$ cat src/rtl/serial_subtractor_ctrl.sv
// serial_subtractor_ctrl
//   Bit-serial subtractor: computes (a - b - borrow_in) mod 2^WIDTH, LSB first,
//   one bit per clock through a single full-subtractor cell.
//   Ports:
//     clk        - rising-edge clock
//     rst        - synchronous active-high reset (abandons any in-flight op)
//     start      - request; honoured only in IDLE or DONE
//     a, b       - minuend / subtrahend, captured when start is accepted
//     borrow_in  - initial borrow, captured when start is accepted
//     busy       - high while the operation is being sequenced (RUN)
//     done       - one-cycle pulse, diff/borrow_out just updated
//     diff       - registered difference, held until the next completion
//     borrow_out - registered final borrow, held with diff
module serial_subtractor_ctrl #(
  parameter int WIDTH = 8
) (
  input  logic             clk,
  input  logic             rst,
  input  logic             start,
  input  logic [WIDTH-1:0] a,
  input  logic [WIDTH-1:0] b,
  input  logic             borrow_in,
  output logic             busy,
  output logic             done,
  output logic [WIDTH-1:0] diff,
  output logic             borrow_out
);

  localparam int CW = (WIDTH > 1) ? $clog2(WIDTH) : 1;

  typedef enum logic [1:0] {S_IDLE, S_RUN, S_DONE} state_t;

  state_t           state_q, state_d;
  logic [WIDTH-1:0] sa_q, sa_d;
  logic [WIDTH-1:0] sb_q, sb_d;
  logic [WIDTH-1:0] pr_q, pr_d;
  logic             brw_q, brw_d;
  logic [CW-1:0]    cnt_q, cnt_d;
  logic [WIDTH-1:0] diff_q, diff_d;
  logic             bout_q, bout_d;

  // Single full-subtractor cell working on the current LSBs.
  logic cx, cy, cd, cb;
  assign cx = sa_q[0];
  assign cy = sb_q[0];
  assign cd = cx ^ cy ^ brw_q;
  assign cb = (~cx & cy) | (~(cx ^ cy) & brw_q);

  // Partial result with the new bit shifted in at the MSB; after WIDTH
  // shifts the first (LSB) bit has reached position 0.
  logic [WIDTH-1:0] pr_shift;
  generate
    if (WIDTH == 1) begin : g_pr1
      assign pr_shift = cd;
    end else begin : g_prn
      assign pr_shift = {cd, pr_q[WIDTH-1:1]};
    end
  endgenerate

  logic last;
  assign last = (cnt_q == CW'(WIDTH - 1));

  always_comb begin
    state_d = state_q;
    sa_d    = sa_q;
    sb_d    = sb_q;
    pr_d    = pr_q;
    brw_d   = brw_q;
    cnt_d   = cnt_q;
    diff_d  = diff_q;
    bout_d  = bout_q;
    case (state_q)
      S_RUN: begin
        sa_d  = sa_q >> 1;
        sb_d  = sb_q >> 1;
        pr_d  = pr_shift;
        brw_d = cb;
        cnt_d = cnt_q + CW'(1);
        if (last) begin
          diff_d  = pr_shift;
          bout_d  = cb;
          state_d = S_DONE;
        end
      end
      default: begin
        // IDLE and DONE both accept a new request; DONE falls back to IDLE.
        if (state_q == S_DONE) state_d = S_IDLE;
        if (start) begin
          sa_d    = a;
          sb_d    = b;
          brw_d   = borrow_in;
          cnt_d   = '0;
          state_d = S_RUN;
        end
      end
    endcase
  end

  always_ff @(posedge clk) begin
    if (rst) begin
      state_q <= S_IDLE;
      sa_q    <= '0;
      sb_q    <= '0;
      pr_q    <= '0;
      brw_q   <= 1'b0;
      cnt_q   <= '0;
      diff_q  <= '0;
      bout_q  <= 1'b0;
    end else begin
      state_q <= state_d;
      sa_q    <= sa_d;
      sb_q    <= sb_d;
      pr_q    <= pr_d;
      brw_q   <= brw_d;
      cnt_q   <= cnt_d;
      diff_q  <= diff_d;
      bout_q  <= bout_d;
    end
  end

  assign busy       = (state_q == S_RUN);
  assign done       = (state_q == S_DONE);
  assign diff       = diff_q;
  assign borrow_out = bout_q;

endmodule

$ cat config.mk
export PLATFORM = sky130hd
export DESIGN_NAME = serial_subtractor_ctrl
export DESIGN_NICKNAME = d
export VERILOG_FILES = /design/src/rtl/serial_subtractor_ctrl.sv
export SDC_FILE = /design/constraint.sdc
export NUM_CORES = 1
export LEC_CHECK = 0
export CAP_MARGIN = 10
export CORE_MARGIN = 5
export CORE_UTILIZATION = 45
export DETAILED_ROUTE_END_ITERATION = 6
export GPL_ROUTABILITY_DRIVEN = 0
export GPL_TIMING_DRIVEN = 0
export MAX_ROUTING_LAYER = met4
export PLACE_DENSITY = 0.71
export SKIP_CTS_REPAIR_TIMING = 1
export SLEW_MARGIN = 20
export SYNTH_ARGS = -nofsm -noshare
export SYNTH_HDL_FRONTEND = slang
export SYNTH_SLANG_ARGS = --single-unit
$ cat constraint.sdc
create_clock -name clk -period 1.6 [get_ports clk]
set_input_delay 0.16 -clock clk [delete_from_list [all_inputs] [get_ports clk]]
set_output_delay 0.16 -clock clk [all_outputs]
set_load 0.02 [all_outputs]
==> flow_summary_export.csv, run 1 <==
group,metric,value,unit
setup_path,critPathArrivalTime,1.35,ns
global_routing,grt_pass1_wl,5600,µm
power,p_sw,462,µW
synthesis,synthDistinctLibCells,27,
synthesis,synth_area,1650,µm²
synthesis,synth_area_per_cell,8.85,µm²
final_layout,final_util,0.574,
setup_path,crit_path_end_kind,"primary output",
global_routing,groute.usage.overall,0.147,
final_layout,nets,244,
detailed_routing,drtIter0Drc,93,
hold_path,hp-class,"input pin to register",
sta,slew_headroom,0.600,
final_layout,area_growth,25.7,%
power,seqPwrFrac,0.539,
power,p_comb_frac,0.138,
floorplan,core.rowCount,22,
synthesis,synth_fp_nets,209,
detailed_routing,drc,0,
clock_tree,clkTransAtPathRegs,0.07,ns
clock_tree,h-tree-depth,2,
clock_tree,cts_tree,"built",
floorplan,io_pins,31,
placed_design,port_buffers,28,
clock_tree,cts.sinks,38,
setup_path,crit_required,1.44,ns
clock_tree,numCtsBuffers,5,
synthesis,ys_ff_latch,38,
setup_path,r2r-end,"borrow_out$_SDFFE_PP0P_",
setup_path,crit_chain,"nand2b_1 > buf_6 > inv_6 > buf_8 > buf_8 > buf_6",
sta,grt_setup_unrepaired,"no",
power,cellPowerDensity,907,nW/µm²
detailed_routing,drt_wl_total,3270,µm
detailed_routing,via_per_inst,4.94,
setup_path,reg2reg_from,"cnt_q[0]$_SDFFE_PP0P_",
setup_path,r2r_cells,5,
floorplan,core,3610,µm²
global_routing,first_global_vias,1227,
placed_design,pre_cts_slack,-0.119,ns
synthesis,async_flop_share,0,
flow_run,maxCapViolations,0,
synthesis,yosysSeqAreaShare,0.462,
final_layout,finalInstanceArea,2070,µm²
final_layout,insertedDiodeCount,0,
clock_tree,cts_max_path_buffers,2,
sta,tightest_slew,0.600,ns
floorplan,die_area,4970,µm²
setup_path,rrSetupSlack,0.20,ns
clock_tree,clock_latency,0.29,ns
sta,finalHoldViolations,0,
setup_path,crit_path_max_fanout,10,
clock_tree,cts-root-buf,"clkbuf_8",
global_routing,antenna_found_initial,0,
synthesis,syn_inst,186,
synthesis,ys_warn_count,0,
placed_design,dpl.hpwl,2320,µm
sta,fmax,0.661,GHz
synthesis,synth_edf_count,0,
placed_design,placedInstanceArea,1990,µm²
setup_path,critPathLaunchType,"register",
placed_design,placedCellCount,262,
global_routing,grt_overflow,0,
floorplan,initial_core_util,0.457,
power,swShare,0.246,
sta,finalCriticalPeriod,1.51,ns
final_layout,layout-drive-gt1-share,0.176,
power,p_leak,0.000770,µW
sta,clock_skew,0.00573,ns
hold_path,whs_endpoint,"sb_q[2]$_SDFFE_PP0P_",
setup_path,cpPeakStageDelay,0.34,ns
detailed_routing,dr.pass1.iters,4,
global_routing,grt_max_degree,11,
sta,drv_slew,0,
detailed_routing,wire_per_inst,12.2,µm
floorplan,fp.dieH,70.5,µm
final_layout,final_cells,269,
detailed_routing,vias,1328,
sta,setup_viol,0,
detailed_routing,ant_nets,0,
sta,period_share,0.946,
setup_path,critical_path_class,"register to primary output",
power,power.internal,1410,µW
hold_path,hp-start,"start",
setup_path,worstSetupStartpoint,"state_q[1]$_SDFFE_PP0P_",
power,clkPwrFrac,0.323,
run_status,run_status,"completed",
sta,setup_ws,0.0867,ns
hold_path,min_path_cells,3,
synthesis,synth_ff_type,"dfxtp_1",
setup_path,crit_slowest_cell,"dfxtp_2",
floorplan,fp.dieW,70.5,µm
power,peakVddDrop,0.422,mV
## layout make-up
| type | instances | area, µm² |
|---|---|---|
| Fill cell | 343 | 1540 |
| Sequential cell | 38 | 763 |
| Multi-Input combinational cell | 130 | 753 |
| Timing Repair Buffer | 28 | 284 |
| Buffer | 14 | 113 |
| Clock buffer | 7 | 76.3 |
| Tap cell | 48 | 60.1 |
| Inverter | 4 | 20.0 |
## sequential cells by signal, summed over array words and instances, names as in the netlist
name        count
borrow_out      1
brw_q           1
cnt_q           3
diff            8
pr_q            7
sa_q            8
sb_q            8
state_q         2
## cells in the final DEF (no fill, tap or decap)
cell type,netlist,final
fa_1,1,1
dfxtp_2,0,2
dfxtp_1,38,36
a211oi_2,8,8
mux2i_1,3,3
buf_4,4,4
nand3_1,3,3
and3b_1,1,1
a211oi_1,7,7
inv_6,1,1
nor2_1,16,16
nand2b_1,2,2
buf_6,1,2
nor3_2,2,2
clkdlybuf4s50_1,0,26
buf_8,3,3
inv_1,2,2
a21oi_2,7,7
clkbuf_8,0,5
nor3_1,1,1
inv_2,1,1
nand2_1,47,47
nor2b_1,1,1
nor3b_1,1,1
ha_1,2,2
a21oi_1,26,26
dlymetal6s2s_1,0,1
buf_2,3,3
clkbuf_1,3,5
a221oi_2,1,1
nand3b_1,1,1
## per-stage QoR
| stage | power [µW] | TNS, ns | hold WS (ns) |
|---|---|---|---|
| floorplan | 1210 | 0 | 0.310 |
| global placement | 1290 | -0.108 | 0.443 |
| detailed placement | 1290 | -0.119 | 0.446 |
| CTS | 1900 | -0.475 | 0.203 |
| global route | 1960 | 0 | 0.205 |
| finish | 1880 | 0 | 0.204 |
## per-layer routing
metal	track usage	up-vias	wire length (µm)
li1	-	694	-
met1	0.177	609	1540
met2	0.227	20	1530
met3	0.0374	5	154
met4	0.0766	0	46
met5	-	-	0
## worst max-delay path by stage
stage,endpoint,slack [ns],cells past startpoint
finish,busy,0.09,6
global route,busy,0.02,6
CTS,busy,-0.44,6
detailed placement,busy,-0.12,6
global placement,busy,-0.11,6
floorplan,borrow_out$_SDFFE_PP0P_,0.32,5
## logic make-up after synthesis
group,share of synthesized area
multiplexers,0.0182
AO/OA/AOI/OAI,0.218
buffers and inverters,0.0805
adder cells (fa/ha/maj),0.0274
AND/OR/NAND/NOR,0.194
flip-flops,0.462
## Yosys cell counts (all sizes together), types with 2 or more instances
master | number | area, µm²
inv | 4 | 20.0
nand3 | 3 | 15.0
nand2b | 2 | 12.5
a21oi | 33 | 191
a211oi | 15 | 153
clkbuf | 3 | 11.3
dfxtp | 38 | 761
nor3 | 3 | 25.0
nor2 | 16 | 60.1
nand2 | 47 | 176
buf | 11 | 101
mux2i | 3 | 30.0
ha | 2 | 25.0
## critical path: cells and delay by family, from the launching register on
family | cells | cell delay, ns
buf+inv | 5 | 0.58
flops | 1 | 0.34
simple gates | 1 | 0.15
## power by group through the flow
stage,logic (µW),clock network [µW],registers (µW)
after floorplan,180,0,1030
after global placement,258,0,1030
after detailed placement,261,0,1030
after CTS,262,624,1010
after global routing,285,660,1020
final,258,606,1010
(Power assumes the default switching activity.)
==> run 2: changes to the inputs <==
Settings changed: CORE_MARGIN 5 to 2.
==> flow_summary_export.csv, run 2 (same netlist as run 1, synthesis figures left out) <==
group,metric,value,unit
setup_path,crit_path_end_kind,"primary output",
global_routing,first_global_vias,1365,
sta,period_share,0.988,
run_status,run_status,"completed",
floorplan,core.rowCount,21,
detailed_routing,wl_met1,1580,µm
clock_tree,h-tree-depth,2,
detailed_routing,wl_met2,1700,µm
detailed_routing,met3_length,159,µm
detailed_routing,via_per_inst,5.14,
sta,tightest_slew,0.622,ns
detailed_routing,highest_layer,"met4",
final_layout,layout-drive-gt1-share,0.190,
flow_run,maxCapViolations,0,
floorplan,die_area,4160,µm²
final_layout,final_cell_mix,"47 x nand2_1, 36 x dfxtp_1, 26 x a21oi_1, 26 x clkdlybuf4s50_1, 16 x nor2_1",
clock_tree,cts_tree,"built",
sta,finalHoldViolations,0,
sta,setup_ws,0.0198,ns
clock_tree,cts.sinks,38,
detailed_routing,drtIter0Drc,97,
sta,drv_slew,0,
floorplan,io_pins,31,
global_routing,grt_max_degree,12,
detailed_routing,vias,1373,
placed_design,pre_cts_slack,-0.119,ns
detailed_routing,ant_nets,0,
sta,grt_setup_unrepaired,"yes",
setup_path,critical_path_class,"register to primary output",
detailed_routing,drc,0,
sta,slew_headroom,0.585,
final_layout,final_cells,267,
clock_tree,clock_latency,0.34,ns
hold_path,hp-class,"input pin to register",
sta,finalCriticalPeriod,1.58,ns
setup_path,critPathLaunchType,"register",
power,cellPowerDensity,855,nW/µm²
power,power.total,1750,µW
floorplan,fp.dieW,64.5,µm
floorplan,fp.dieH,64.5,µm
setup_path,critPathArrivalTime,1.42,ns
detailed_routing,drt_wl_total,3500,µm
power,peakVddDrop,0.414,mV
placed_design,placedCellCount,260,
detailed_routing,wire_per_inst,13.1,µm
floorplan,core,3420,µm²
setup_path,crit_path_max_fanout,10,
placed_design,port_buffers,28,
setup_path,crit_required,1.44,ns
clock_tree,clkTransAtPathRegs,0.11,ns
detailed_routing,dr.pass1.iters,4,
floorplan,initial_core_util,0.482,
final_layout,nets,244,
power,p_leak,0.000764,µW
final_layout,area_growth,24.2,%
sta,setup_viol,0,
global_routing,grt_pass1_wl,6070,µm
global_routing,grt_overflow,0,
sta,clock_skew,0.00631,ns
sta,fmax,0.633,GHz
final_layout,final_common_cell,"nand2_1",
global_routing,antenna_found_initial,0,
final_layout,nFillCells,313,
placed_design,dpl.hpwl,2420,µm
clock_tree,cts_max_path_buffers,2,
clock_tree,numCtsBuffers,5,
final_layout,insertedDiodeCount,0,
clock_tree,cts-root-buf,"clkbuf_4",
global_routing,groute.usage.overall,0.193,
==> run 2: worst paths after layout <==
path | from | end | slack (ns) | cells after the start
worst max-delay path | state_q[1]$_SDFFE_PP0P_ | busy | 0.02 | 6
worst min-delay path | rst | sb_q[0]$_SDFFE_PP0P_ | 0.13 | 2
worst max register to register | cnt_q[0]$_SDFFE_PP0P_ | borrow_out$_SDFFE_PP0P_ | 0.13 | 5
worst min register to register | diff[6]$_SDFFE_PP0P_ | diff[6]$_SDFFE_PP0P_ | 0.46 | 2
==> run 2: worst max-delay path, cell delays in order (launching register included) <==
cell      delay [ns]
dfxtp_2         0.38
nand2b_4        0.13
buf_6           0.13
inv_6           0.04
buf_8           0.13
buf_8           0.14
buf_6           0.13
==> run 2: layer usage <==
metal  global-route usage  vias to the layer above
met5                    -                        -
met4               0.0691                        0
met1                0.216                      630
li1                     -                      694
met2                0.327                       40
met3               0.0573                        9
==> run 2: report_power, final <==
| group | total, µW | internal (µW) | switching, µW |
|---|---|---|---|
| Sequential | 1020 | 989 | 26.9 |
| Clock | 470 | 158 | 311 |
| Combinational | 264 | 128 | 136 |
| Total | 1750 | 1270 | 474 |
==> run 2: layout make-up <==
cell class	count	area (µm²)	area share
Sequential cell	38	763	0.373
Multi-Input combinational cell	130	761	0.372
Timing Repair Buffer	28	284	0.139
Buffer	14	113	0.0550
Tap cell	46	57.6	0.0281
Clock buffer	5	37.5	0.0183
Inverter	4	20.0	0.00979
Clock inverter	2	10.0	0.00489
==> run 2: metrics by stage <==
| step | cell area, µm² | hold WS, ns | util | setup TNS, ns |
|---|---|---|---|---|
| after global routing | 2050 | 0.128 | 0.599 | -0.0394 |
| after detailed placement | 1980 | 0.446 | 0.581 | -0.119 |
| final | 2050 | 0.134 | 0.599 | 0 |
| after floorplan | 1650 | 0.310 | - | 0 |
| after CTS | 2030 | 0.132 | 0.595 | -0.617 |
| after global placement | 1980 | 0.441 | 0.581 | -0.106 |
